File: src/rtl/pc_sequencer.sv
// Hack-style program counter sequencer: IDLE/FETCH/EXEC with
// sticky jump-to-self halt and sticky fetch-timeout fault.
module pc_sequencer #(
  parameter int FETCH_TIMEOUT = 8,
  parameter int HALT_DETECT   = 1
) (
  input  logic        clk,
  input  logic        reset,
  input  logic        run,
  input  logic        instr_valid,
  input  logic [15:0] instr,
  input  logic        alu_zr,
  input  logic        alu_ng,
  input  logic [14:0] a_reg,
  output logic [14:0] pc,
  output logic        fetch_req,
  output logic        exec_en,
  output logic        halted,
  output logic        fault,
  output logic [15:0] retired
);

  localparam int TW = $clog2(FETCH_TIMEOUT + 1);
  localparam logic [TW-1:0] TO_MAX = TW'(FETCH_TIMEOUT);

  typedef enum logic [2:0] {
    IDLE,
    FETCH,
    EXEC,
    HALT,
    FAULT
  } state_e;

  state_e        state_q, state_d;
  logic [14:0]   pc_q, pc_d;
  logic [15:0]   retired_q, retired_d;
  logic [15:0]   ir_q, ir_d;
  logic [TW-1:0] cnt_q, cnt_d;
  logic          fetch_q, exec_q, halt_q, fault_q;
  logic          taken, self_jump;

  assign taken = ir_q[15] & (
    (ir_q[2] & alu_ng) |
    (ir_q[1] & alu_zr) |
    (ir_q[0] & ~alu_ng & ~alu_zr));

  assign self_jump = (HALT_DETECT != 0) &
    taken & (a_reg == pc_q);

  always_comb begin
    state_d   = state_q;
    pc_d      = pc_q;
    retired_d = retired_q;
    ir_d      = ir_q;
    cnt_d     = cnt_q;
    unique case (state_q)
      IDLE: begin
        if (run) begin
          state_d = FETCH;
          cnt_d   = '0;
        end
      end
      FETCH: begin
        if (instr_valid) begin
          ir_d    = instr;
          state_d = EXEC;
        end else begin
          cnt_d = cnt_q + 1'b1;
          if (cnt_d == TO_MAX) state_d = FAULT;
        end
      end
      EXEC: begin
        pc_d  = taken ? a_reg : pc_q + 15'd1;
        cnt_d = '0;
        if (retired_q != 16'hFFFF)
          retired_d = retired_q + 16'd1;
        if (self_jump)
          state_d = HALT;
        else if (!run)
          state_d = IDLE;
        else
          state_d = FETCH;
      end
      HALT:    state_d = HALT;
      FAULT:   state_d = FAULT;
      default: state_d = IDLE;
    endcase
  end

  always_ff @(posedge clk or negedge reset) begin
    if (!reset) begin
      state_q   <= IDLE;
      pc_q      <= '0;
      retired_q <= '0;
      ir_q      <= '0;
      cnt_q     <= '0;
      fetch_q   <= 1'b0;
      exec_q    <= 1'b0;
      halt_q    <= 1'b0;
      fault_q   <= 1'b0;
    end else begin
      state_q   <= state_d;
      pc_q      <= pc_d;
      retired_q <= retired_d;
      ir_q      <= ir_d;
      cnt_q     <= cnt_d;
      fetch_q   <= (state_d == FETCH);
      exec_q    <= (state_d == EXEC);
      halt_q    <= (state_d == HALT);
      fault_q   <= (state_d == FAULT);
    end
  end

  assign pc        = pc_q;
  assign retired   = retired_q;
  assign fetch_req = fetch_q;
  assign exec_en   = exec_q;
  assign halted    = halt_q;
  assign fault     = fault_q;

endmodule

File: config.mk
export PLATFORM = sky130hd
export DESIGN_NAME = pc_sequencer
export DESIGN_NICKNAME = d
export VERILOG_FILES = /design/src/rtl/pc_sequencer.sv
export SDC_FILE = /design/constraint.sdc
export NUM_CORES = 1
export LEC_CHECK = 0
export CORE_MARGIN = 4
export CORE_UTILIZATION = 50
export CTS_BUF_LIST = sky130_fd_sc_hd__clkbuf_2 sky130_fd_sc_hd__clkbuf_4 sky130_fd_sc_hd__clkbuf_8
export CTS_CLUSTER_SIZE = 40
export DETAILED_ROUTE_END_ITERATION = 12
export PLACE_DENSITY = 0.91
export SLEW_MARGIN = 10
export SYNTH_ARGS = -nofsm -noshare
export SYNTH_HDL_FRONTEND = slang
export SYNTH_SLANG_ARGS = --single-unit
File: constraint.sdc
create_clock -name clk -period 2.4 [get_ports clk]
set_input_delay 0.24 -clock clk [delete_from_list [all_inputs] [get_ports clk]]
set_output_delay 0.24 -clock clk [all_outputs]
set_load 0.02 [all_outputs]
==> results.py <==
metrics = {
    "cells_and_area": {
        "layoutNonFillerInstCount": 389,
        "area_delta_synth_final_pct": 30.9,
        "layout-drive-gt1-share_pct": 8.39,
        "final_cell_mix": "58 x clkdlybuf4s50_1, 46 x dfrtp_1, 25 x a21oi_1",
        "nets": 361,
        "final_cell_area_mm2": 0.00326,
        "layout_commonest_cell": "clkdlybuf4s50_1",
        "antenna_cells": 0,
    },
    "detailed_routing": {
        "vias_per_cell": 5.75,
        "dr.pass1.iters": 4,
        "first_iter_violations": 112,
        "num_vias": 2238,
        "wl_um": 5860,
        "wl_per_cell_um": 15.1,
        "post-route-drc-count": 0,
        "antenna_left": 0,
    },
    "timing": {
        "fin_crit_ps": 1970,
        "rsz0062_at_grt": "no",
        "min_period_over_period_pct": 82.0,
        "fin_hold_ws_ps": 456,
        "tightest_slew_ps": 541,
        "finalSetupTns_ps": 0,
        "finalHoldViolations": 0,
        "max_freq_mhz": 508,
        "drv_slew": 0,
        "fin_worst_skew_ps": 9.65,
        "setup_violations": 0,
        "relSlewSlack_pct": 64.0,
    },
    "floorplanning": {
        "die_area_mm2": 0.00617,
        "io_pins": 72,
        "die_x_um": 78.5,
        "initial_utilization_pct": 52.0,
        "die_h_um": 78.5,
        "coreArea_mm2": 0.00479,
        "rows": 25,
    },
    "hold_path": {
        "hold_path.class": "primary input to async pin",
    },
    "power_and_ir_drop": {
        "p_leak_uw": 0.00129,
        "p_comb_share_pct": 6.2,
        "powerDensity_mw_per_mm2": 416,
        "p_int_uw": 1070,
        "total_power_uw": 1350,
        "clock_power_share_pct": 36.2,
        "peakVddDrop_mv": 0.392,
        "switching_power_uw": 286,
        "switching_share_pct": 21.1,
        "power_frac_seq_pct": 57.6,
    },
    "placed_design": {
        "placed_cell_area_mm2": 0.00315,
        "portBuffers": 59,
        "dp_hpwl_um": 4420,
        "dp_cells": 380,
        "gp_congestion": 0.892,
    },
    "global_route": {
        "antenna_found_initial": 0,
        "grt-busiest-layer": "met2",
        "track_usage_pct": 19.9,
        "grt_pass1_vias": 2096,
        "use_met3_pct": 4.13,
        "grt_overflow": 0,
        "grt_use_met2_pct": 33.2,
        "grt_pass1_wl_um": 9770,
        "grtUsageMet1_pct": 24.6,
        "grt_max_degree": 24,
    },
    "worst_setup_path": {
        "critical_path.endpoint_type": "flip-flop",
        "crit_fanout": 13,
        "cp_data_required_time_ps": 2590,
        "path_class": "flip-flop to flip-flop",
        "start_kind": "flip-flop",
        "arrival_ps": 2160,
    },
    "run": {
        "drv_cap": 0,
    },
    "synth": {
        "synth.yosys.warnings": 0,
        "avgSynthCellArea_um2": 9.60,
        "ys_types": 44,
        "synth-main-ff-cell": "dfrtp_1",
        "synthesis.area_mm2": 0.00249,
        "post_synth_inst_count": 259,
        "ys_seq_elements": 46,
        "synth_edf_count": 0,
        "syn_nets": 299,
        "synth_async_sr_flop_share_pct": 100,
        "ys_seq_area_share_pct": 46.3,
    },
    "clocking": {
        "cts-root-buf": "clkbuf_8",
        "clk_latency_ps": 300,
        "clk_pin_slew_ps": 90,
        "cts_buffers": 5,
        "clk_path_buf_depth": 2,
        "cts_tree": "yes",
        "cts_sinks": 46,
        "cts_setup_buffers": 0,
        "htreeDepth": 2,
    },
    "outcome": {
        "status": "finished, final reports clean",
    },
}
-- repair_timing --
| action | in CTS | in global routing |
|---|---|---|
| hold buffers | 1 | 0 |
| resized for setup | 0 | 0 |
| hold endpoints to repair | 21 | 0 |
| endpoints found under the setup margin | 0 | 0 |
-- layout make-up --
type | instances | area (um2)
clock inverter | 1 | 5.00
clock buffer | 7 | 90.1
timing repair buffer | 65 | 633
inverter | 1 | 3.75
fill | 386 | 1530
tap | 67 | 83.8
multi-input combinational | 202 | 1290
sequential | 46 | 1150
-- logic make-up (layout without fill, tap and decap cells) --
logic type                 Yosys count  in the layout  share of synthesized area (%)
and+or+nand+nor                    101            101                           22.3
AOI/OAI and AO/OA                   62             62                           14.8
DFF                                 46             46                           46.3
xor gates and xnor gates            30             30                           10.6
buffers and inverters               11             74                           1.86
muxes                                6              6                           2.72
adders and majority gates            3              3                           1.51
-- registers in the layout, summed over array words and instances (netlist names) --
register / count
cnt_q: 4
exec_en: 1
fault: 1
fetch_req: 1
halted: 1
ir_q: 4
pc: 15
retired: 16
state_q: 3
-- power groups by stage --
| stage | clock network, uW | registers [uW] | logic [uW] |
|---|---|---|---|
| 6_report | 490 | 780 | 84.5 |
| 3_3_place_gp | 0 | 795 | 81.8 |
| 3_5_place_dp | 0 | 795 | 83.6 |
| 2_1_floorplan | 0 | 795 | 16.0 |
| 5_1_grt | 541 | 780 | 91.7 |
| 4_1_cts | 500 | 780 | 85.4 |
-- final timing paths --
| check | start | to | slack [ps] | cells past startpoint |
|---|---|---|---|---|
| worst max-delay path | state_q[2]$_DFF_PN0_ | retired[1]$_DFFE_PN0P_ | 430 | 3 |
| worst min-delay path | reset | pc[5]$_DFFE_PN0P_ | 460 | 2 |
| worst max register to register | state_q[2]$_DFF_PN0_ | retired[1]$_DFFE_PN0P_ | 430 | 3 |
| worst min register to register | retired[15]$_DFFE_PN0P_ | retired[15]$_DFFE_PN0P_ | 500 | 1 |
| max in group asynchronous | reset | retired[8]$_DFFE_PN0P_ | 1360 | 3 |
| min in group clk | retired[15]$_DFFE_PN0P_ | retired[15]$_DFFE_PN0P_ | 500 | 1 |
-- critical path, cell delays in order (launching register included) --
cell and delay, ps:
dfrtp_1 480, or3b_1 640, nor2_1 370, mux2_2 370
-- per-layer routing --
metal	share of wire, %	wire length (um)
met5	0	0
met2	51	2970
met4	1.8	106
met3	6.9	406
met1	41	2370
-- cell usage after synthesis (all sizes together), types with 2 or more instances --
library cell   n  area [um2]
o21a           2        15.0
o22ai          3        18.8
nand4         12        75.1
ha             3        37.5
xnor2         23         201
xor2           7        61.3
and2           2        12.5
dfrtp         46        1150
nand2b         3        18.8
nand2         20        75.1
a21oi         25         125
a21o           2        15.0
o22a           2        17.5
mux2           6        67.6
nor3b          3        33.8
o31ai          2        15.0
nand3         19        95.1
clkbuf         6        22.5
nor4           4        31.3
and4           3        26.3
o21ai         15        75.1
nor3           6        40.0
buf            4        20.0
a31oi          3        18.8
a22o           2        17.5
nor2          20        75.1
or3b           3        26.3
nor2b          2        12.5
-- through the flow --
| stage | util, % | setup slack (ps) |
|---|---|---|
| 5_1_grt | 68.1 | 342 |
| 6_report | 68.1 | 431 |
| 3_3_place_gp | 65.9 | 480 |
| 3_5_place_dp | 65.9 | 434 |
| 4_1_cts | 68.1 | 428 |
| 2_1_floorplan | - | 741 |
No activity file was read; power rests on OpenSTA's default activity.
